$ cat src/rtl/ddr_single_access.sv
// Single-word DDR3 debug access engine in the MIG ui_clk domain.
// Arbitrates for the app port, then runs one masked write or one read and pulses done.
module ddr_single_access #(
    parameter int pAPP_DATA_WIDTH = 128,
    parameter int pLANE_LSB       = 3,
    parameter int pTIMEOUT        = 1023
) (
    input  logic                           ui_clk,
    input  logic                           reset_n,
    input  logic                           ddr_single_write,
    input  logic                           ddr_single_read,
    input  logic [29:0]                    ddr_single_address,
    input  logic [63:0]                    ddr_single_write_data,
    output logic [63:0]                    ddr_single_read_data,
    output logic                           ddr_single_done,
    output logic                           O_timeout,
    output logic                           O_arb_req,
    input  logic                           I_arb_grant,
    output logic [29:0]                    app_addr,
    output logic [2:0]                     app_cmd,
    output logic                           app_en,
    input  logic                           app_rdy,
    output logic [pAPP_DATA_WIDTH-1:0]     app_wdf_data,
    output logic [pAPP_DATA_WIDTH/8-1:0]   app_wdf_mask,
    output logic                           app_wdf_wren,
    output logic                           app_wdf_end,
    input  logic                           app_wdf_rdy,
    input  logic [pAPP_DATA_WIDTH-1:0]     app_rd_data,
    input  logic                           app_rd_data_valid
);

    localparam int NLANES    = pAPP_DATA_WIDTH / 64;
    localparam int LANE_BITS = $clog2(NLANES);
    localparam int LANE_W    = (LANE_BITS > 0) ? LANE_BITS : 1;
    localparam int CNT_W     = $clog2(pTIMEOUT + 1);
    localparam logic [CNT_W-1:0] CNT_LAST  = CNT_W'(pTIMEOUT - 1);
    localparam logic [29:0]      ADDR_KEEP = ~((30'd1 << (pLANE_LSB + LANE_BITS)) - 30'd1);
    localparam logic [2:0]       CMD_WR    = 3'b000;
    localparam logic [2:0]       CMD_RD    = 3'b001;

    typedef enum logic [2:0] {
        S_IDLE,
        S_ARB,
        S_WR,
        S_RD_CMD,
        S_RD_WAIT,
        S_DONE
    } state_t;

    state_t                      state;
    logic                        armed;
    logic                        op_write;
    logic [LANE_W-1:0]           lane;
    logic [LANE_W-1:0]           req_lane;
    logic [CNT_W-1:0]            cnt;
    logic [pAPP_DATA_WIDTH/8-1:0] req_mask;
    logic [63:0]                 lane_word;
    logic                        start_op;
    logic                        timeout_hit;
    logic                        en_next;
    logic                        wren_next;

    assign req_lane    = (NLANES > 1) ? ddr_single_address[pLANE_LSB +: LANE_W] : '0;
    assign start_op    = armed && (ddr_single_write || ddr_single_read);
    assign timeout_hit = (cnt == CNT_LAST);
    // Each half of the write handshake retires independently; the state waits for both.
    assign en_next     = app_en && !app_rdy;
    assign wren_next   = app_wdf_wren && !app_wdf_rdy;

    // Only the addressed 64-bit lane is unmasked; the data is replicated across all lanes.
    always_comb begin
        req_mask = '1;
        for (int i = 0; i < NLANES; i++) begin
            if (LANE_W'(i) == req_lane) req_mask[i*8 +: 8] = 8'h00;
        end
    end

    always_comb begin
        lane_word = app_rd_data[63:0];
        for (int i = 0; i < NLANES; i++) begin
            if (LANE_W'(i) == lane) lane_word = app_rd_data[i*64 +: 64];
        end
    end

    always_ff @(posedge ui_clk) begin
        if (!reset_n) begin
            state                <= S_IDLE;
            armed                <= 1'b1;
            op_write             <= 1'b0;
            lane                 <= '0;
            cnt                  <= '0;
            ddr_single_read_data <= '0;
            ddr_single_done      <= 1'b0;
            O_timeout            <= 1'b0;
            O_arb_req            <= 1'b0;
            app_addr             <= '0;
            app_cmd              <= '0;
            app_en               <= 1'b0;
            app_wdf_data         <= '0;
            app_wdf_mask         <= '1;
            app_wdf_wren         <= 1'b0;
            app_wdf_end          <= 1'b0;
        end else begin
            // NOTE: done defaults low every cycle so setting it on DONE entry yields a single-cycle pulse.
            ddr_single_done <= 1'b0;
            cnt             <= cnt + CNT_W'(1);
            // Re-arm only after both level requests are seen low, so a held request cannot retrigger.
            if (!ddr_single_write && !ddr_single_read) armed <= 1'b1;

            case (state)
                S_IDLE: begin
                    cnt <= '0;
                    if (start_op) begin
                        armed     <= 1'b0;
                        op_write  <= ddr_single_write;
                        lane      <= req_lane;
                        app_addr  <= ddr_single_address & ADDR_KEEP;
                        app_cmd   <= ddr_single_write ? CMD_WR : CMD_RD;
                        O_timeout <= 1'b0;
                        O_arb_req <= 1'b1;
                        if (ddr_single_write) begin
                            app_wdf_data <= {NLANES{ddr_single_write_data}};
                            app_wdf_mask <= req_mask;
                        end
                        state <= S_ARB;
                    end
                end

                S_ARB: begin
                    if (I_arb_grant) begin
                        cnt    <= '0;
                        app_en <= 1'b1;
                        if (op_write) begin
                            app_wdf_wren <= 1'b1;
                            app_wdf_end  <= 1'b1;
                            state        <= S_WR;
                        end else begin
                            state <= S_RD_CMD;
                        end
                    end else if (timeout_hit) begin
                        O_timeout       <= 1'b1;
                        O_arb_req       <= 1'b0;
                        ddr_single_done <= 1'b1;
                        state           <= S_DONE;
                    end
                end

                S_WR: begin
                    app_en       <= en_next;
                    app_wdf_wren <= wren_next;
                    app_wdf_end  <= wren_next;
                    if (!en_next && !wren_next) begin
                        O_arb_req       <= 1'b0;
                        ddr_single_done <= 1'b1;
                        state           <= S_DONE;
                    end else if (timeout_hit) begin
                        app_en          <= 1'b0;
                        app_wdf_wren    <= 1'b0;
                        app_wdf_end     <= 1'b0;
                        O_timeout       <= 1'b1;
                        O_arb_req       <= 1'b0;
                        ddr_single_done <= 1'b1;
                        state           <= S_DONE;
                    end
                end

                S_RD_CMD: begin
                    if (app_rdy) begin
                        app_en <= 1'b0;
                        cnt    <= '0;
                        state  <= S_RD_WAIT;
                    end else if (timeout_hit) begin
                        app_en          <= 1'b0;
                        O_timeout       <= 1'b1;
                        O_arb_req       <= 1'b0;
                        ddr_single_done <= 1'b1;
                        state           <= S_DONE;
                    end
                end

                S_RD_WAIT: begin
                    if (app_rd_data_valid) begin
                        ddr_single_read_data <= lane_word;
                        O_arb_req            <= 1'b0;
                        ddr_single_done      <= 1'b1;
                        state                <= S_DONE;
                    end else if (timeout_hit) begin
                        O_timeout       <= 1'b1;
                        O_arb_req       <= 1'b0;
                        ddr_single_done <= 1'b1;
                        state           <= S_DONE;
                    end
                end

                S_DONE: begin
                    cnt   <= '0;
                    state <= S_IDLE;
                end

                default: state <= S_IDLE;
            endcase
        end
    end

endmodule

$ cat config.mk
export PLATFORM = sky130hd
export DESIGN_NAME = ddr_single_access
export DESIGN_NICKNAME = d
export VERILOG_FILES = /design/src/rtl/ddr_single_access.sv
export SDC_FILE = /design/constraint.sdc
export NUM_CORES = 1
export LEC_CHECK = 0
export CAP_MARGIN = 5
export CORE_AREA = 3 3 184 186
export DETAILED_ROUTE_END_ITERATION = 12
export DIE_AREA = 0 0 187 189
export GPL_TIMING_DRIVEN = 0
export PLACE_DENSITY_LB_ADDON = 0.15
export SLEW_MARGIN = 20
export SYNTH_ARGS = -nofsm -noshare
export SYNTH_HDL_FRONTEND = slang
export SYNTH_SLANG_ARGS = --single-unit
$ cat constraint.sdc
create_clock -name ui_clk -period 2.3 [get_ports ui_clk]
set_clock_uncertainty 0.2 [all_clocks]
set_input_delay 0.575 -clock ui_clk [delete_from_list [all_inputs] [get_ports ui_clk]]
set_output_delay 0.575 -clock ui_clk [all_outputs]
set_load 0.02 [all_outputs]
==> metrics <==
run status finished, final reports clean; Largest delay share family, worst path buffers and inverters; antenna violations before repair 2; Clock H-tree levels 4; Slowest cell on crit path clkdlybuf4s50_1; Post-Place Cells 1811; Clock Root Buffer clkbuf_16; core area 0.0325 mm^2; post-detail-place hpwl 25900 um; final core utilization 43.0%; fin crit share 97.6%; largest net degree at the start of global routing 17; dominant synthesized flop cell dfxtp_1; via count 7788; commonest non-fill, non-tap cell in the layout clkdlybuf4s50_1; PwrDens 665 mW/mm^2; CTS clk-pin slew, worst paths 0.07 ns; Pint 6.47 mW; TritonCTS clock tree done; Die Height 189 um; Post-CTS Setup Repair Bufs 0; crit end category output pin; CP Launch Type register; clk buf depth 2; vias in the first global route 7998; asr flop ratio synth 0%; fmax 0.446 GHz; Setup-failing EPs final 0; Avg Cell Area, Syn 9.01 um^2; antenna viol nets, final 0; Hold Vio Cnt, Final 0; clock buffer count from CTS 17; DR WL/cell 17.2 um; worst-margin pin slew 0.836 ns; Final #Nets 1620; Slew Viols, Final 0; clock group share of total power 34.3%; DRT Wirelength 31800 um; grt total ovfl 0; Flop pwr share 37.6%; DR iter-0 viols 344; die width 187 um; Mapped Area 0.00808 mm^2; critical path fanouts, max 3; Psw 2.81 mW; switching part of the total 30.3%; fin crit period 2.24 ns; Starting Density 24.9%; register area share after synthesis 44.1%; vias per cell 4.22; Warnings, synthesis 0; LEAKAGE 6.53 nW; number of enable flip-flop cells after synthesis 0; most frequent cells in the layout clkdlybuf4s50_1 (386), nand2_1 (256), dfxtp_1 (172); IO Count 477; relative slew slack 44.2%; gp weighted congestion 0.772; # DRC 0; Max-Cap Viols 0; Synth Instances 897; Crit path required time 1.52 ns; TritonCTS Sinks 178; area grow syn2layout 72.7%; distinct cell type count after synthesis 47; 1st-pass router iterations 4; VDD IR max 0.000474 V; Hold Path Class reg2reg; CP arrival 1.47 ns; Non-Filler Instances 1844; global-route usage over all layers 17.3%; Clock Latency Late Sink 0.42 ns; Row Count 66; Combinational Power Share 28.1%; hold buffer count at CTS 0; critical path class reg2out; Synth Register Bits 178; die area 0.0353 mm^2; Crit path largest cell delay 0.64 ns; share of layout cells above drive strength 1 11.9%; unrepaired setup endpoints after global routing no; CP bufs+invs 1; port buffer count 467; first-pass GRT wire length 47100 um; critical path, cell by cell clkdlybuf4s50_1
worst paths after layout:
check	start	to	slack [ns]	cells after the start
setup / recovery	app_wdf_data[121]$_SDFFE_PN0P_	app_wdf_data[57]	0.06	1
hold reg to reg	app_addr[15]$_SDFFE_PN0P_	app_addr[15]$_SDFFE_PN0P_	0.25	2
setup reg to reg	state[0]$_SDFFE_PN0N_	app_wdf_data[125]$_SDFFE_PN0P_	0.25	6
hold / removal	app_addr[15]$_SDFFE_PN0P_	app_addr[15]$_SDFFE_PN0P_	0.25	2
power by group through the flow:
stage	Sequential (mW)	Combinational (mW)	Clock [mW]
floorplan	3.76	1.12	0
global placement	3.56	2.73	0
detailed placement	3.57	2.74	0
CTS	3.50	2.67	3.27
global route	3.53	2.82	3.40
finish	3.50	2.61	3.18
flip-flops by register name (all words and copies together), names as in the netlist:
name / flops
app_wdf_data: 64
ddr_single_read_data: 64
app_addr: 26
cnt: 10
state: 3
app_wdf_mask: 2
O_arb_req: 1
O_timeout: 1
app_cmd: 1
app_en: 1
app_wdf_end: 1
armed: 1
ddr_single_done: 1
lane: 1
op_write: 1
area by class of cell:
class	count	area, um^2
diodes	1	2.50
plain buffers	148	941
clock buffers	19	433
clock inverters	13	196
fillers	3330	18500
inverters	6	22.5
multi-input cells	570	3580
flip-flops and latches	178	3580
well taps	442	553
repair buffers	467	4650
cell families after synthesis:
kind of cell / Yosys count / share of synthesized area (%)
AO/OA/AOI/OAI: 185 / 19.3
XOR/XNOR: 8 / 0.867
adder cells (fa/ha/maj): 2 / 0.310
buffers and inverters: 154 / 11.8
flip-flops: 178 / 44.1
multiplexers: 65 / 8.12
other: 1 / 0.0464
AND/OR/NAND/NOR: 304 / 15.4
through the flow:
| step | worst slack [ns] | setup TNS (ns) | hold slack (ns) | cell area, um^2 | power [mW] |
|---|---|---|---|---|---|
| 3_3_place_gp | -0.813 | -68.45 | 0.241 | 13300 | 6.29 |
| 5_1_grt | 0.000251 | 0 | 0.267 | 14000 | 9.75 |
| 3_5_place_dp | -0.834 | -70.52 | 0.244 | 13300 | 6.31 |
| 4_1_cts | 0.00119 | 0 | 0.254 | 13900 | 9.44 |
| 2_1_floorplan | 0.545 | 0 | 0.230 | 8100 | 4.88 |
| 6_report | 0.0557 | 0 | 0.252 | 14000 | 9.28 |
Yosys cell counts, types with 2 or more instances:
library cell  count  area share, %
a21boi_0         43            4.0
a21boi_1         49            4.6
a21oi_1           7           0.43
and3_1            2           0.15
buf_2            33            2.0
buf_4            86            8.0
buf_6             2           0.28
clkbuf_1         27            1.3
dfxtp_1         178             44
ha_1              2           0.31
inv_1             6           0.28
mux2i_1          64            7.9
nand2_1         256             12
nand2b_1          2           0.15
nand3_1           7           0.43
nor2_1           15           0.70
nor2b_1           6           0.46
nor3_1            4           0.25
o211a_1          68            8.4
o211ai_1          3           0.28
o21ai_0           3           0.19
o31a_1            2           0.22
o31ai_1           2           0.19
xnor2_1           5           0.54
xor2_1            3           0.33
metal layers:
| metal | global-route usage [%] | share of wire, % |
|---|---|---|
| met1 | 18.9 | 40 |
| met2 | 32.6 | 52 |
| met3 | 5.55 | 7.6 |
| met4 | 3.93 | 1.1 |
| met5 | 0 | 0.041 |
repair_timing:
action	CTS	global route
pin swaps	0	1
gates resized for setup	71	24
endpoints found under the setup margin	167	40
(Power assumes the default switching activity.)
